`src/rtl/fpu_wb_merge.sv`:
```
// fpu_wb_merge: merges tagged results from two non-stallable FPU pipes (A = itof,
// B = another FPU unit) into one registered writeback port to the FP register file.
// Each source has its own FIFO. A round-robin pointer arbitrates when both FIFOs hold data.
// stall_x is raised early enough that LAT results still in flight always fit.
// Optional feature macro: FPU_WB_BYPASS_EN. When it is defined, a result that arrives while
// everything is idle goes straight into the output register, cutting latency from 2 to 1.
module fpu_wb_merge #(
  parameter int DEPTH  = 4,
  parameter int LAT    = 1,
  parameter int ADDR_W = 5,
  parameter int DATA_W = 32
) (
  input  logic              clk,
  input  logic              rstn,
  input  logic              a_flag,
  input  logic [ADDR_W-1:0] a_add,
  input  logic [DATA_W-1:0] a_data,
  input  logic              b_flag,
  input  logic [ADDR_W-1:0] b_add,
  input  logic [DATA_W-1:0] b_data,
  input  logic              wb_ready,
  output logic              wb_valid,
  output logic [ADDR_W-1:0] wb_add,
  output logic [DATA_W-1:0] wb_data,
  output logic              stall_a,
  output logic              stall_b,
  output logic              overflow
);

  localparam int PW = $clog2(DEPTH);
  localparam int CW = PW + 1;

  typedef struct packed {
    logic [ADDR_W-1:0] add;
    logic [DATA_W-1:0] data;
  } entry_t;

  typedef enum logic {SRC_A = 1'b0, SRC_B = 1'b1} src_e;

  entry_t         mem_a [DEPTH];
  entry_t         mem_b [DEPTH];
  logic [PW-1:0]  wr_a, rd_a, wr_b, rd_b;
  logic [CW-1:0]  cnt_a, cnt_b;
  src_e           rr;

  entry_t in_a, in_b, out_next;
  logic   load, ne_a, ne_b, full_a, full_b;
  logic   pop_a, pop_b, byp_a, byp_b, push_a, push_b, drop_a, drop_b;
  logic   flip, out_take;

  assign in_a = {a_add, a_data};
  assign in_b = {b_add, b_data};

  // The registered count already includes this edge's push and pop, so decoding stall
  // from it leaves room for exactly LAT more results.
  assign stall_a = (cnt_a >= CW'(DEPTH - LAT));
  assign stall_b = (cnt_b >= CW'(DEPTH - LAT));

  // Arbitration, bypass selection and push/drop decisions for the coming edge.
  always_comb begin
    // NOTE: every variable gets a default before any branch, so no path leaves one unassigned and no latch is inferred.
    load     = !wb_valid || wb_ready;
    ne_a     = (cnt_a != '0);
    ne_b     = (cnt_b != '0);
    full_a   = (cnt_a == CW'(DEPTH));
    full_b   = (cnt_b == CW'(DEPTH));
    pop_a    = load && ne_a && (!ne_b || rr == SRC_A);
    pop_b    = load && ne_b && (!ne_a || rr == SRC_B);
    flip     = load && ne_a && ne_b;
    byp_a    = 1'b0;
    byp_b    = 1'b0;
`ifdef FPU_WB_BYPASS_EN
    // Both FIFOs are empty and the output can load, so a new result skips its FIFO.
    // If both sources arrive together, the round-robin winner takes the output register.
    if (load && !ne_a && !ne_b) begin
      byp_a = a_flag && (!b_flag || rr == SRC_A);
      byp_b = b_flag && (!a_flag || rr == SRC_B);
      flip  = a_flag && b_flag;
    end
`endif
    // A full FIFO can still take a push if its head leaves on the same edge.
    push_a   = a_flag && !byp_a && (!full_a || pop_a);
    push_b   = b_flag && !byp_b && (!full_b || pop_b);
    drop_a   = a_flag && !byp_a && full_a && !pop_a;
    drop_b   = b_flag && !byp_b && full_b && !pop_b;
    out_take = pop_a || pop_b || byp_a || byp_b;
    // Pops and bypasses are mutually exclusive, because a bypass needs both FIFOs empty.
    out_next = mem_a[rd_a];
    if (pop_b) out_next = mem_b[rd_b];
    if (byp_a) out_next = in_a;
    if (byp_b) out_next = in_b;
  end

  // FIFO storage: written only, never cleared.
  always_ff @(posedge clk) begin
    // NOTE: the storage arrays have no reset; the pointers and counts decide which entries are valid, so clearing them adds nothing.
    if (push_a) mem_a[wr_a] <= in_a;
    if (push_b) mem_b[wr_b] <= in_b;
  end

  // FIFO pointers and occupancy counts. Pointers wrap modulo DEPTH.
  always_ff @(posedge clk or negedge rstn) begin
    // NOTE: state registers use non-blocking assignments, so every flop samples pre-edge values regardless of statement order.
    if (!rstn) begin
      wr_a  <= '0;
      rd_a  <= '0;
      cnt_a <= '0;
      wr_b  <= '0;
      rd_b  <= '0;
      cnt_b <= '0;
    end else begin
      if (push_a) wr_a <= wr_a + PW'(1);
      if (pop_a)  rd_a <= rd_a + PW'(1);
      if (push_b) wr_b <= wr_b + PW'(1);
      if (pop_b)  rd_b <= rd_b + PW'(1);
      cnt_a <= cnt_a + CW'(push_a) - CW'(pop_a);
      cnt_b <= cnt_b + CW'(push_b) - CW'(pop_b);
    end
  end

  // Writeback output register. It holds while a beat is offered and not accepted.
  always_ff @(posedge clk or negedge rstn) begin
    if (!rstn) begin
      wb_valid <= 1'b0;
      wb_add   <= '0;
      wb_data  <= '0;
    end else if (load) begin
      wb_valid <= out_take;
      if (out_take) begin
        wb_add  <= out_next.add;
        wb_data <= out_next.data;
      end
    end
  end

  // Round-robin pointer (moves only on a contended grant) and the sticky overflow flag.
  always_ff @(posedge clk or negedge rstn) begin
    if (!rstn) begin
      rr       <= SRC_A;
      overflow <= 1'b0;
    end else begin
      if (flip) rr <= (rr == SRC_A) ? SRC_B : SRC_A;
      if (drop_a || drop_b) overflow <= 1'b1;
    end
  end

endmodule

```
`config.mk`:
```
export PLATFORM = sky130hd
export DESIGN_NAME = fpu_wb_merge
export DESIGN_NICKNAME = d
export VERILOG_FILES = /design/src/rtl/fpu_wb_merge.sv
export SDC_FILE = /design/constraint.sdc
export NUM_CORES = 1
export LEC_CHECK = 0
export ABC_AREA = 0
export CORE_ASPECT_RATIO = 2
export CORE_MARGIN = 4
export CORE_UTILIZATION = 57
export CTS_CLUSTER_DIAMETER = 30
export CTS_CLUSTER_SIZE = 12
export DETAILED_ROUTE_END_ITERATION = 10
export PLACE_DENSITY = 0.79
export SYNTH_ARGS = -nofsm -noshare
export SYNTH_HDL_FRONTEND = slang
export SYNTH_SLANG_ARGS = --single-unit
```
`constraint.sdc`:
```
create_clock -name clk -period 3.1 [get_ports clk]
set_clock_uncertainty 0.1 [all_clocks]
set_input_delay 0.62 -clock clk [delete_from_list [all_inputs] [get_ports clk]]
set_output_delay 0.62 -clock clk [all_outputs]
set_load 0.05 [all_outputs]
```
# --- After elaboration in Yosys (flattened, before gate mapping) ---
# Memories as Yosys holds them, arrays and structs flattened.
# Index checks and enable logic that the tools add are counted.
op_classes:
  n_bitwise: 1
  reduce_logical: 28
  n_eq_ne: 2
  muxes: 6
  addsub: 8
  magnitude_cmp: 2
ops:
  columns: ["op", "n"]
  rows:
  - ["two-way mux 37 bit", 1]
  - ["logical AND 1 bit", 11]
  - ["adder 2 x 1 -> 2 bit (second input constant)", 4]
  - ["zero test 1 bit", 7]
  - ["logical OR 1 bit", 7]
  - ["adder 3 x 1 -> 3 bit", 2]
  - ["equality test 3 bit (second input constant)", 2]
  - ["greater-or-equal comparator 3 x 2 -> 1 bit (second input constant)", 2]
  - ["nonzero test 3 bit", 2]
  - ["subtractor 3 x 1 -> 3 bit", 2]
  - ["two-way mux 1 bit", 5]
  - ["AND reduction 2 bit", 1]
  - ["inverter 1 bit", 1]
word_totals:
  output_inout_bits: 41
  in_bits: 79
  ram_bits: 296
  wordCells: 60
  memories: 2
  regBits: 54
mem_list:
  columns: ["memory", "words", "width", "rd", "rd_clocked_by_memory_dff", "write_ports", "line", "rtl"]
  rows:
  - ["mem_a", 4, 37, 1, 0, 1, "40", "entry_t mem_a [DEPTH];"]
  - ["mem_b", 4, 37, 1, 0, 1, "41", "entry_t mem_b [DEPTH];"]

# --- Longest topological paths before layout ---
# Gate-level depths: netlist of the first run.
depth:
  depth_word: 8
  depth_mapped: 10
  depth_no_buf: 10

# --- Worst setup path before layout of the first run ---
# Ideal clock, no wire load.
synth_timing:
  path_type: "register to register"
  from: "register cnt_b[1]"
  to: "register cnt_a[2]"
  t_required_ps: 2877
  stages_incl_launch_ff: 11
  setup_slack_ps: 388
  synth_period_minus_slack_ps: 2712
  arrival_time_ps: 2490
  path_cell_list: "dfrtp_1 > or3_4 > a211o_4 > a31oi_4 > inv_1 > ha_1 > inv_1 > ha_1 > inv_1 > fa_1 > xnor2_1"
synth_via:
  elab_chain_cells: 8
synth_lines:
  columns: ["item", "line", "rtl"]
  rows:
  - ["start, declared", "43", "logic [CW-1:0] cnt_a, cnt_b;"]
  - ["start signal, assigned", "117", "cnt_b <= cnt_b + CW'(push_b) - CW'(pop_b);"]
  - ["nonzero test 3 bit *", "64", "ne_b = (cnt_b != '0);"]
  - ["zero test 1 bit *", "67", "pop_a = load && ne_a && (!ne_b || rr == SRC_A);"]
  - ["logical OR 1 bit *", "67", null]
  - ["logical AND 1 bit *", "67", null]
  - ["logical OR 1 bit", "82", "push_a = a_flag && !byp_a && (!full_a || pop_a);"]
  - ["logical AND 1 bit", "82", null]
  - ["adder 3 x 1 -> 3 bit", "116", "cnt_a <= cnt_a + CW'(push_a) - CW'(pop_a);"]
  - ["subtractor 3 x 1 -> 3 bit *", "116", null]
  - ["end signal, assigned", "116", null]
  - ["end, declared", "43", null]
# Mark *: on every way between the ends. The rest lies on a longest branch, timed or not.
# A chain may end at the register's enable or synchronous reset.

# --- Worst setup path after layout of the first run ---
layout_timing:
  from: "register cnt_a[2]"
  to: "output port stall_a"
layout_via:
  elab_chain_cells: 1
layout_lines:
  columns: ["item", "line", "rtl"]
  rows:
  - ["greater-or-equal comparator 3 x 2 -> 1 bit", "56", "assign stall_a = (cnt_a >= CW'(DEPTH - LAT));"]
  - ["end, declared", "25", "output logic stall_a,"]
# No other way between the ends.

==> results of run 1 <==
cell families (layout without fill, tap and decap cells):
logic type      Yosys count  count (layout)  synth area share, %
flops                   350             350                 76.8
mux                     113             113                 15.5
simple gates             59              59                 2.03
compound gates           46              46                 2.08
buf+inv                  46             234                 1.46
fa+ha+maj                16              16                 1.61
xor+xnor                  9               9                0.591
other cells               0               4                    0
worst max-delay path: cells and delay by family, from the launching register on:
| family | cells | cell delay, ns |
|---|---|---|
| AO/OA/AOI/OAI | 1 | 0.06 |
| AND/OR/NAND/NOR | 1 | 0.09 |
| flip-flops | 1 | 0.44 |
| adder cells (fa/ha/maj) | 1 | 0.13 |
| buffers and inverters | 2 | 0.91 |
stage by stage:
stage	hold WS (ns)	worst slack, ns	area (um2)	cells
6_report	0.0954	0.239	16400	1114
3_3_place_gp	0.391	0.124	15100	1034
5_1_grt	0.123	0.126	16400	1114
2_1_floorplan	0.224	0.388	13300	639
4_1_cts	0.104	0.207	16400	1110
3_5_place_dp	0.393	0.0308	15100	1034
layout make-up:
cell class / instances / area, um2
multi-input combinational: 243 / 2930
timing repair buffer: 140 / 1470
antenna: 4 / 10.0
sequential: 350 / 10200
tap: 283 / 354
clock buffer: 61 / 1170
inverter: 18 / 67.6
fill: 1417 / 6770
clock inverter: 15 / 108
routing by layer:
metal / vias up / global-route usage [%] / wire length (um)
met1: 3441 / 26.6 / 9570
met2: 264 / 42.6 / 16800
met4: 0 / 11.2 / 1140
li1: 2867 / - / -
met5: - / 0 / 0
met3: 68 / 4.17 / 1650
flip-flops by register name (all words and copies together), names as in the netlist:
| signal | count |
|---|---|
| cnt_a | 3 |
| cnt_b | 3 |
| mem_a | 148 |
| mem_b | 148 |
| overflow | 1 |
| rd_a | 2 |
| rd_b | 2 |
| rr | 1 |
| wb_add | 5 |
| wb_data | 32 |
| wb_valid | 1 |
| wr_a | 2 |
| wr_b | 2 |
synthesized netlist by cell type (all sizes together), types with 4 or more instances:
| cell type | instances |
|---|---|
| clkbuf | 10 |
| ha | 14 |
| inv | 18 |
| mux4 | 74 |
| nor2 | 39 |
| and2 | 8 |
| buf | 18 |
| xnor2 | 8 |
| mux2i | 37 |
| a21oi | 38 |
| edfxtp | 296 |
| dfrtp | 54 |
| nand2 | 4 |
path summary, 6_finish.rpt:
kind / from / endpoint / slack (ns) / cells after the start
worst min-delay path: rstn / wb_data[31] / 0.1 / 1
worst min register to register: overflow / overflow / 0.41 / 2
max in group asynchronous: rstn / rd_b[0] / 2.10 / 2
worst max register to register: cnt_b[1] / cnt_a[2] / 0.27 / 10
min in group clk: overflow / overflow / 0.41 / 2
worst max-delay path: cnt_a[2] / stall_a / 0.24 / 5
power breakdown:
| group | switching, mW | internal [mW] |
|---|---|---|
| registers | 0.903 | 6.35 |
| logic | 2.84 | 2.33 |
| clock network | 1.81 | 2.65 |
==> summary.txt, run 1 <==
Run status
  – Outcome: complete, no violations

Finish
  – Finished Core Util: a little over two thirds
  – Area growth syn-to-layout: 22.7%
  – Most common cell after layout, fill and taps aside: edfxtp_1
  – Share of cells above drive strength 1: 21.4%
  – Nets: between 800 and 900
  – Most frequent cells in the layout: 296 x edfxtp_1, 118 x clkdlybuf4s50_1, 74 x mux4_2

Power and ir drop
  – Power, Total: ~17 mW
  – Peak VDD IR: 0.888 mV
  – Lkg Pwr: 5.76 nW
  – Power per cell area: 1030 nW/um2

Routing
  – Via count: approximately 6600
  – DRC: 0
  – Final antenna-violating net count: 0
  – Post-DR vias/cell: around 6
  – Initial drt markers: 440
  – Routed WL per cell: 26.2 um
  – Detailed Route WL: 29200 um
  – First-pass iteration count of the detailed router: 4

Setup path
  – Element type at the critical path end: output pin
  – Slowest stage delay, CP: between 0.8 and 0.9 ns
  – Req. time, crit path: 2.38 ns
  – Startpoint Class: flop
  – Crit-path cells: inv_1 > ha_1 > o21ai_0 > nand2_1 > clkdlybuf4s50_1
  – Crit path DAT: 2.14 ns
  – Slowest cell on crit path: clkdlybuf4s50_1
  – CP max FO: 4
  – Crit path kind: flop to output pin

Floorplan
  – Starting Density: 57.7%
  – Die area: 26100 um2
  – Die X: 116 um
  – Core area: around 23000 um2
  – Die span in y: 224 um
  – Num rows: 79
  – Boundary Pins: 120

GRT
  – Total grt overflow: 0
  – First-pass GRT wire length: 44400 um
  – Initial antenna violation count: 4
  – GRT Util Overall: between 20% and 30%
  – Pin count of the biggest net entering global routing: 75
  – Vias in the first global route: about 7600

Clock network
  – Clk root buf: clkbuf_16
  – Clk pin slew, worst setup/hold paths: 0.06 ns
  – CTS tree: built
  – CTS Buf Count: 41
  – Worst-Skew Late Latency: 0.53 ns
  – Cts hold-fix bufs: 0
  – H-Tree Depth: 2
  – PostCTS Resize Cnt: 0
  – Postcts setup bufs: 0
  – Clk sinks: 350
  – Clock tree buffer depth: 3

Place
  – IO buf count: ~120
  – GPL Wtd Cong: 0.785
  – Post-DP HPWL: 17400 um

Synthesis
  – Synth top area cells: edfxtp_1 67%, mux4_2 12%, dfrtp_1 10%, mux2i_1 2.8%, a21oi_1 1.4%
  – Post-synth EDFFs: 296
  – Mapped Cells: 639
  – Dominant cell type by area after synthesis: edfxtp_1
  – Mapped Area: roughly 13000 um2
  – Main synth FF type: edfxtp_1
  – Synth Register Bits: 350
  – Async SR Flop Fraction: between 15 and 20%
  – Seq/Total Area, Yosys: around three quarters
  – Post-synth top area share: 66.6%
  – YS warnings: 0
  – Syn avg cell area: 20.9 um2
  – Netlist cell types: 32
  – Syn nets: 734

Flow run
  – Max_cap viols: 0

STA
  – Final hold violations: 0
  – Unrepaired setup endpoints after global routing: no
  – Actual slew at the worst max-slew pin: 0.918 ns
  – Final setup fails: 0
  – Slew margin rel.: 38.8%
  – Setup_tns: 0 ns
  – Fin crit period: 2.86 ns
  – Max Slew Vio Count: 0
  – Max Clock Freq: 349 MHz
  – Period utilization: ~90%

Worst hold path
  – Hold Path Class: primary input to asynchronous set/reset pin
Power figures use the tool's default switching activity.
==> inputs of run 2 (changes only) <==
Settings changed: ABC_AREA 0 to default.
==> results of run 2 <==
No change in the layout: final DEF, timing and power equal those of run 1.
==> inputs of run 3 (changes only) <==
Settings changed: CORE_UTILIZATION 57 to 61, HOLD_SLACK_MARGIN from default to 0.02, PLACE_DENSITY 0.79 to default, PLACE_DENSITY_LB_ADDON from default to 0.1.
Clock period 3.1 ns to 3.7 ns, I/O delays scaled along.
==> summary.txt, run 3 (synthesized netlist as in run 1, its figures left out) <==
GRT
  – Total grt overflow: 0 (unchanged)
  – Pin count of the biggest net entering global routing: 43 (-43%)
  – GRT Util Overall: 24.4% (+0.86 points)
  – First-pass GRT wire length: 44200 um (-0.65%)
  – Vias in the first global route: 7526 (-0.44%)
  – Initial antenna violation count: 2 (-2)

Routing
  – Initial drt markers: 489 (+11%)
  – Via count: 6529 (-1.7%)
  – Routed WL per cell: 26.1 um (-0.57%)
  – First-pass iteration count of the detailed router: 5 (+1)
  – Detailed Route WL: 28400 um (-2.6%)
  – DRC: 0 (unchanged)
  – Final antenna-violating net count: 0 (unchanged)
  – Post-DR vias/cell: 5.98 (+0.40%)

Clock network
  – Worst-Skew Late Latency: 0.52 ns (about the same)
  – Cts hold-fix bufs: 0 (unchanged)
  – Postcts setup bufs: 0 (unchanged)
  – Clk root buf: clkbuf_16
  – Clock tree buffer depth: 3 (unchanged)
  – Clk sinks: 350 (unchanged)
  – CTS tree: built
  – H-Tree Depth: 2 (unchanged)
  – PostCTS Resize Cnt: 0 (unchanged)
  – CTS Buf Count: 40 (-2.4%)
  – Clk pin slew, worst setup/hold paths: 0.06 ns (about the same)

Setup path
  – Crit path DAT: 2.20 ns (+0.06 ns)
  – Crit path kind: flop to output pin
  – FF-to-FF path depth: 10 (unchanged)
  – WP depth: 5 (unchanged)
  – Req. time, crit path: 2.86 ns (+0.48 ns)
  – Startpoint Class: flop
  – Delay-heaviest family, CP: buffers and inverters
  – Worst reg2reg path endpoint: cnt_a[2]
  – Slowest cell on crit path: clkdlybuf4s50_1
  – Element type at the critical path end: output pin
  – Reg-to-reg slack, setup: 0.75 ns (+0.48 ns)
  – CP max FO: 4 (unchanged)
  – Slowest stage delay, CP: 0.71 ns (-0.10 ns)
  – Worst reg2reg path startpoint: cnt_b[1]
  – Crit-path cells: inv_1 > ha_1 > o21ai_0 > nand2_1 > clkdlybuf4s50_1
  – Buf/Inv on CP: 2 (unchanged)

Floorplan
  – Die span in y: 217 um (-3.2%)
  – Starting Density: 61.8% (+4.1 points)
  – Num rows: 76 (-3.8%)
  – Boundary Pins: 120 (unchanged)
  – Core area: 21600 um2 (-6.7%)
  – Die area: 24400 um2 (-6.2%)
  – Die X: 113 um (-3.1%)

Finish
  – Most frequent cells in the layout: 296 x edfxtp_1, 118 x clkdlybuf4s50_1, 74 x mux4_2
  – Area growth syn-to-layout: 21.8%
  – Multi-input gate area: 2930 um2 (unchanged)
  – Most common cell after layout, fill and taps aside: edfxtp_1
  – Nets: 882 (-0.79%)
  – Share of cells above drive strength 1: 20.2% (-1.2 points)
  – Fill cell count: 1188 (-16%)
  – Top Registers: mem_a x148, mem_b x148, wb_data x32
  – Reg area: 10200 um2 (unchanged)

STA
  – Worst setup slack after layout: 0.664 ns (+0.425 ns)
  – Final setup fails: 0 (unchanged)
  – Slew margin rel.: 24.9% (-14 points)
  – Actual slew at the worst max-slew pin: 1.13 ns (+0.209 ns)
  – Unrepaired setup endpoints after global routing: no
  – Max Clock Freq: 329 MHz
  – Final hold violations: 0 (unchanged)
  – Fin crit period: 3.04 ns
  – Period utilization: around 80%
  – Max Slew Vio Count: 0 (unchanged)
  – Setup_tns: 0 ns (unchanged)

Run status
  – Outcome: complete, no violations

Flow run
  – Max_cap viols: 0 (unchanged)

Power and ir drop
  – Peak VDD IR: 0.592 mV (-33%)
  – Lkg Pwr: 5.71 nW (-0.81%)
  – Power per cell area: 870 nW/um2 (-16%)

Place
  – Post-DP HPWL: 17500 um (+0.28%)
  – IO buf count: 119 (unchanged)
  – GPL Wtd Cong: 0.799 (+1.8%)
  – Pre-CTS setup slack: 0.405 ns (+0.375 ns)

Worst hold path
  – Hold Path Class: primary input to asynchronous set/reset pin
[run 3: cell types whose count changed in the layout (fill, tap and decap cells not counted), moves of 2 or more]
cell,delta
clkbuf_16,-2
inv_6,-4
buf_12,-4
diode_2,-2
buf_4,-2
clkbuf_8,-2
bufinv_16,+4
clkinv_1,+2
[run 3: routing by layer]
metal,vias up,part of all wire [%],track usage (%)
li1,2848,-,-
met2,219,57,44.8
met5,-,0,0
met3,49,4.7,3.78
met1,3413,35,28.1
met4,0,3.3,10.4
[run 3: metrics by stage]
step                      instance area, um2  total power [mW]  cells  hold slack (ns)  util (%)
after floorplan                        13300              8.85    639            0.344         -
after global placement                 15000              10.2   1018            0.398      69.3
after detailed placement               15000              10.4   1018            0.422      69.3
after CTS                              16200              14.3   1089            0.294      75.3
after global routing                   16300              14.8   1091            0.355      75.3
final                                  16300              14.1   1091            0.274      75.3
[run 3: final cells by class]
| cell class | count | area share (%) |
|---|---|---|
| inverters | 18 | 0.416 |
| multi-input cells | 243 | 18.0 |
| diodes | 2 | 0.0308 |
| clock buffers | 56 | 6.72 |
| repair buffers | 134 | 8.45 |
| clock inverters | 15 | 1.17 |
| well taps | 273 | 2.10 |
| flip-flops and latches | 350 | 63.1 |
[run 3: worst max path at each step]
stage	from	end
floorplan	wb_ready	mem_b[0][0]
global placement	wb_ready	cnt_a[1]
detailed placement	wb_ready	cnt_a[2]
CTS	cnt_a[2]	stall_a
global route	cnt_b[2]	stall_b
finish	cnt_a[2]	stall_a
[run 3: report_power, final]
group	internal (mW)	switching, mW
Combinational	1.91	2.25
Clock	2.35	1.48
Sequential	5.32	0.825
